<file path="config.mk">
export PLATFORM = sky130hd
export DESIGN_NAME = axi_issue_arbiter
export DESIGN_NICKNAME = d
export VERILOG_FILES = /design/src/rtl/axi_issue_arbiter.sv
export SDC_FILE = /design/constraint.sdc
export NUM_CORES = 1
export LEC_CHECK = 0
export CORE_MARGIN = 2
export CORE_UTILIZATION = 65
export CTS_BUF_LIST = sky130_fd_sc_hd__clkbuf_2 sky130_fd_sc_hd__clkbuf_4 sky130_fd_sc_hd__clkbuf_8
export DETAILED_ROUTE_END_ITERATION = 10
export DONT_BUFFER_PORTS = 1
export PLACE_DENSITY = 0.81
export SLEW_MARGIN = 5
export SYNTH_ARGS = -nofsm -noshare
export SYNTH_HDL_FRONTEND = slang
export SYNTH_SLANG_ARGS = --single-unit
</file>
<file path="constraint.sdc">
create_clock -name clk -period 4.9 [get_ports clk]
set_clock_uncertainty 0.05 [all_clocks]
set_input_delay 0.735 -clock clk [delete_from_list [all_inputs] [get_ports clk]]
set_output_delay 0.735 -clock clk [all_outputs]
set_load 0.03 [all_outputs]
</file>
<file path="src/rtl/axi_issue_arbiter.sv">
// axi_issue_arbiter
// Shares one master-side AW/AR address channel among PORTS requesters.
// Round-robin arbitration with optional QoS pre-selection, plus an
// outstanding-transaction limiter that withholds grants once ISSUE_LIMIT
// transactions are in flight.
//
//   state   | meaning
//   --------+-----------------------------------------------------------
//   IDLE    | no grant active; arbitrate when a request is present and !full
//   GRANTED | grant registered and held until the master side accepts it
module axi_issue_arbiter #(
  parameter int PORTS       = 4,
  parameter int ISSUE_LIMIT = 4,
  parameter int QOS_ENABLE  = 1,
  parameter int CNT_WIDTH   = $clog2(ISSUE_LIMIT + 1),
  parameter int SEL_WIDTH   = (PORTS > 1) ? $clog2(PORTS) : 1
) (
  input  logic                 clk,
  input  logic                 rst,
  input  logic [PORTS-1:0]     req,
  input  logic [4*PORTS-1:0]   req_qos,
  output logic [PORTS-1:0]     grant,
  output logic                 grant_valid,
  output logic [SEL_WIDTH-1:0] grant_encoded,
  input  logic                 accept,
  input  logic                 complete,
  output logic [CNT_WIDTH-1:0] outstanding,
  output logic                 full
);

  typedef enum logic {
    IDLE    = 1'b0,
    GRANTED = 1'b1
  } state_t;

  state_t               state_q;
  state_t               state_d;
  logic [SEL_WIDTH-1:0] last_ptr;
  logic [3:0]           max_qos;
  logic [PORTS-1:0]     cand;
  logic                 win_found;
  logic [SEL_WIDTH-1:0] win_idx;
  logic [PORTS-1:0]     win_onehot;
  logic                 go;
  logic                 take;
  logic                 inc;
  logic                 dec;

  // Candidate set: all requesters, or only those at the highest requesting QoS.
  always_comb begin
    max_qos = '0;
    for (int i = 0; i < PORTS; i++) begin
      if (req[i] && (req_qos[4*i +: 4] > max_qos)) begin
        max_qos = req_qos[4*i +: 4];
      end
    end
    cand = '0;
    for (int i = 0; i < PORTS; i++) begin
      if (QOS_ENABLE != 0) begin
        cand[i] = req[i] && (req_qos[4*i +: 4] == max_qos);
      end else begin
        cand[i] = req[i];
      end
    end
  end

  // Round-robin scan upward from last_ptr+1; the previous winner is checked last.
  always_comb begin
    int                   idx;
    logic [SEL_WIDTH-1:0] sel;
    idx        = 0;
    sel        = '0;
    win_found  = 1'b0;
    win_idx    = '0;
    win_onehot = '0;
    for (int k = 1; k <= PORTS; k++) begin
      idx = int'(last_ptr) + k;
      if (idx >= PORTS) begin
        idx = idx - PORTS;
      end
      sel = SEL_WIDTH'(idx);
      if (!win_found && cand[sel]) begin
        win_found       = 1'b1;
        win_idx         = sel;
        win_onehot      = '0;
        win_onehot[sel] = 1'b1;
      end
    end
  end

  assign go   = (state_q == IDLE) && win_found && !full;
  assign take = (state_q == GRANTED) && accept;

  // State register.
  always_ff @(posedge clk or posedge rst) begin
    if (rst) begin
      state_q <= IDLE;
    end else begin
      state_q <= state_d;
    end
  end

  // Next state: IDLE after every accept guarantees one idle cycle between grants.
  always_comb begin
    state_d = state_q;
    case (state_q)
      IDLE:    if (go)     state_d = GRANTED;
      GRANTED: if (accept) state_d = IDLE;
      default: state_d = IDLE;
    endcase
  end

  // Grant registers: loaded on arbitration, frozen while granted, cleared on accept.
  always_ff @(posedge clk or posedge rst) begin
    if (rst) begin
      grant         <= '0;
      grant_encoded <= '0;
    end else if (go) begin
      grant         <= win_onehot;
      grant_encoded <= win_idx;
    end else if (take) begin
      grant         <= '0;
    end
  end

  // Round-robin pointer moves only when a grant is actually consumed.
  always_ff @(posedge clk or posedge rst) begin
    if (rst) begin
      last_ptr <= SEL_WIDTH'(PORTS - 1);
    end else if (take) begin
      last_ptr <= grant_encoded;
    end
  end

  assign grant_valid = |grant;
  assign inc         = accept && grant_valid;
  assign dec         = complete && (outstanding != '0);

  // Outstanding counter; simultaneous issue and retire cancel out.
  always_ff @(posedge clk or posedge rst) begin
    if (rst) begin
      outstanding <= '0;
    end else if (inc && !dec) begin
      outstanding <= outstanding + CNT_WIDTH'(1);
    end else if (dec && !inc) begin
      outstanding <= outstanding - CNT_WIDTH'(1);
    end
  end

  assign full = (outstanding == CNT_WIDTH'(ISSUE_LIMIT));

endmodule

</file>
==> qor.yml, run 1 <==
outcome:
  status: "aborted with a tool error"
  lastStage: "global routing"
  error: "[ERROR DPL-0038] Utilization greater than 100%, impossible to legalize"
placement:
  place_congestion: 0.907
  detailed_place_hpwl_mm: 4.26
  portBuffers: 0
floorplan:
  die_x_um: 57.4
  start_util_pct: 67.7
  die_y_um: 57.4
  rows: 19
  io_pins: 35
synthesis:
  ys_types: 71
  yosys.area.top_type: "dfrtp_1"
  syn_inst: 219
  synth_nets: 261
  ys.flop_type: "dfrtp_1"
  ys_ff_latch: 12
  yosys.cell_count.top_type: "nand2_1"
  netlist_top_cells_area: "dfrtp_1 (14%), ha_1 (11%), xor2_1 (4.7%)"
  synth_edf_count: 0
  avgSynthCellArea_um2: 8.46
  synthTopCellsByCount: "nand2_1 (23), ha_1 (17), inv_1 (16)"
  yosysSeqAreaShare_pct: 16.4
  syn_area_um2: 1850
  synth_warnings: 0
  synth.top_cell.area_share_pct: 13.5
  async_reset_ff_share_pct: 100
clocking:
  clkSinkCount: 12
  clk_path_buf_depth: 2
  numCtsBuffers: 3
  hold_buffers: 0
  root_buffer: "clkbuf_4"
  htree_levels: 1
timing:
  grt_repair_worst_endpoint: "grant[0]$_DFFE_PP0P_/D"
  worstEpCategory: "register input"
global_route:
  grt_max_degree: 15
logic make-up after synthesis:
group	after synthesis	share of synthesized area (%)
mux	6	3.38
fa+ha+maj	18	12.6
buf+inv	25	6.01
simple gates	71	21.2
flops	12	16.4
xor+xnor	13	6.15
compound gates	74	34.3
stage by stage:
| step | instances | setup WS [ns] | cell area (µm²) | TNS [ns] | hold slack [ns] |
|---|---|---|---|---|---|
| 2_1_floorplan | 219 | -0.763 | 1980 | -4.62 | 0.512 |
| 3_3_place_gp | 281 | -0.869 | 2270 | -5.41 | 0.514 |
| 3_5_place_dp | 281 | -1.07 | 2270 | -6.78 | 0.528 |
| 4_1_cts | 299 | -0.679 | 2530 | -3.96 | 0.292 |
what timing repair did:
action,in CTS
setup buffers,14
pin swaps,25
endpoints found under the setup margin,7
gates resized for setup,24
==> run 2: changes to the inputs <==
CORE_UTILIZATION = 40   (was 65)
CTS_BUF_LIST = default   (was sky130_fd_sc_hd__clkbuf_2 sky130_fd_sc_hd__clkbuf_4 sky130_fd_sc_hd__clkbuf_8)
PLACE_DENSITY = default   (was 0.81)
PLACE_DENSITY_LB_ADDON = 0.15   (was default)
==> qor.yml, run 2 <==
outcome:
  status: "complete, but fails checks"
  violations: "negative setup slack"
synthesis:
  ys.flop_type: "dfrtp_1"
  syn_inst: 219
  async_reset_ff_share_pct: 100
  synth_warnings: 0
  synth.top_cell.area_share_pct: 13.5
  ys_types: 71
  synthTopCellsByCount: "nand2_1 (23), ha_1 (17), inv_1 (16)"
  synth_edf_count: 0
  yosysSeqAreaShare_pct: 16.4
  yosys.area.top_type: "dfrtp_1"
  ys_ff_latch: 12
  yosys.cell_count.top_type: "nand2_1"
  synth_nets: 261
  netlist_top_cells_area: "dfrtp_1 (14%), ha_1 (11%), xor2_1 (4.7%)"
  avgSynthCellArea_um2: 8.46
  syn_area_um2: 1850
global_route:
  grt_pass1_wl_mm: 9.09
  busiest_layer: "met2"
  antenna_found_initial: 0
  track_usage_pct: 21.5
  grt_max_degree: 15
  met1_usage_pct: 25.4
  grt_pass1_vias: 2004
  met3_usage_pct: 2.92
  grtUsageMet2_pct: 41.5
  globalRoute.totalOverflow: 0
drt:
  routedWlPerCell_um: 17.2
  num_vias: 1968
  wl_mm: 5.59
  drc: 0
  first_pass_iters: 4
  dr.first_iter.drc_count: 150
  antenna_left: 0
  avgViaCountPerCell: 6.06
timing:
  grt_setup_unrepaired: "yes"
  worst_pin_slew_ns: 0.445
  slew_headroom_pct: 70.3
  fin_ws_ns: -0.734
  finalSetupViolations: 7
  period_share_pct: 115
  max_freq_ghz: 0.178
  setup_tns_ns: -4.28
  finalMaxSlewViolations: 0
  period_needed_ns: 5.63
  final-hold-violation-count: 0
pwr:
  pwr-share-seq_pct: 24.4
  finalPower_mw: 1.17
  p_sw_share_pct: 49.0
  p_switching_mw: 0.574
  power_density_nw_per_um2: 439
  p_leak_nw: 1.15
  vdd_drop_max_mv: 0.171
  p_int_mw: 0.596
  combPwrFrac_pct: 67.5
  p_clk_share_pct: 8.0
worst_setup_path:
  r2r-start: "last_ptr[0]$_DFFE_PP1P_"
  crit_required_ns: 4.95
  reg2reg_slack_ns: 2.05
  crit_start: "req[0]"
  cp.arrival_ns: 5.69
  critPathCaptureType: "register"
  crit_type: "in2reg"
  start_kind: "primary input"
  cpMostUsedCell: "buf_4"
  reg2reg_to: "grant[3]$_DFFE_PP0P_"
  slowest_delay_ns: 0.38
  path_max_fanout: 8
  critical_path.slowest_cell: "a222oi_1"
  rr_worst_depth: 8
layout:
  final_cell_mix: "buf_4 (55), nand2_1 (18), inv_1 (16), ha_1 (12)"
  top_register: "grant"
  drive_gt1_share_pct: 45.4
  diodes: 0
  reg.largest.list: "grant (4), outstanding (3)"
  largest_register_ff_count: 4
  multi_input_area_um2: 1730
  fillCellCount: 370
  areaGrowthSynthToFinish_pct: 44.1
  nNetsFinal: 316
  final_common_cell: "buf_4"
  seq_area_um2: 303
  fin_area_um2: 2670
clocking:
  root_buffer: "clkbuf_8"
  cts_tree: "built"
  clk_path_buf_depth: 2
  numCtsBuffers: 3
  hold_buffers: 0
  htree_levels: 1
  cts.clk_slew.worst_paths_ns: 0.05
  clkSinkCount: 12
  clkLatencyLatePin_ns: 0.24
flow_run:
  cap_viol_max_count: 0
floorplan:
  start_util_pct: 42.0
  die_y_um: 72.0
  rows: 24
  io_pins: 35
  dieArea_um2: 5190
  die_x_um: 72.0
  coreArea_um2: 4410
placement:
  place_area_um2: 2250
  place_congestion: 0.872
  portBuffers: 0
  detailed_place_hpwl_mm: 4.10
hold_path:
  hold_class: "in2async"
==> run 2: power groups by stage <==
| stage | registers, mW | logic (mW) | clock network, mW |
|---|---|---|---|
| global placement | 0.285 | 0.647 | 0 |
| CTS | 0.286 | 0.750 | 0.0938 |
| floorplan | 0.251 | 0.518 | 0 |
| finish | 0.286 | 0.790 | 0.0942 |
| detailed placement | 0.288 | 0.676 | 0 |
| global route | 0.297 | 0.863 | 0.0986 |
==> run 2: worst max path at each step <==
stage                                 to  slack, ns  cells past startpoint
floorplan           grant[3]$_DFFE_PP0P_      -0.76                     26
global placement    grant[3]$_DFFE_PP0P_      -0.97                     25
detailed placement  grant[3]$_DFFE_PP0P_      -1.11                     26
CTS                 grant[3]$_DFFE_PP0P_      -0.68                     27
global route        grant[0]$_DFFE_PP0P_      -1.03                     27
finish              grant[3]$_DFFE_PP0P_      -0.73                     27
==> run 2: cell type report <==
| cell class | count | share of cell area [%] |
|---|---|---|
| clock buffer | 4 | 1.69 |
| tap | 52 | 2.44 |
| inverter | 16 | 2.25 |
| timing repair buffer | 59 | 17.5 |
| multi-input combinational | 182 | 64.8 |
| sequential | 12 | 11.4 |
==> run 2: critical path, delay by kind of cell <==
kind | cells | cell delay (ns)
compound gates | 9 | 1.86
xor+xnor | 1 | 0.10
simple gates | 11 | 1.65
fa+ha+maj | 3 | 0.87
buf+inv | 3 | 0.47
==> run 2: logic make-up (layout without fill, tap and decap cells) <==
group / Yosys count / in the layout / share of synthesized area, %
AOI/OAI and AO/OA: 74 / 74 / 34.3
xor gates and xnor gates: 13 / 13 / 6.15
adders and majority gates: 18 / 18 / 12.6
buffers and inverters: 25 / 79 / 6.01
DFF: 12 / 12 / 16.4
muxes: 6 / 6 / 3.38
and+or+nand+nor: 71 / 71 / 21.2
==> run 2: layer usage <==
metal  part of all wire, %  vias up
met5                     0        -
met4                  0.23        0
met3                   5.9        4
met2                    52       71
met1                    41      944
li1                      -      949
==> run 2: through the flow <==
stage | hold WS, ns | std cells | setup WS (ns) | utilization (%)
6_report | 0.332 | 325 | -0.734 | 60.4
5_1_grt | 0.373 | 325 | -1.03 | 60.4
4_1_cts | 0.348 | 318 | -0.684 | 58.5
3_5_place_dp | 0.539 | 298 | -1.11 | 51.1
3_3_place_gp | 0.518 | 298 | -0.970 | 51.1
2_1_floorplan | 0.512 | 219 | -0.763 | -
==> run 2: what timing repair did <==
item	CTS	global route
setup buffers	16	7
setup endpoints to repair	7	7
gates resized for setup	28	8
pin swaps	36	6
No activity file was read; power rests on OpenSTA's default activity.
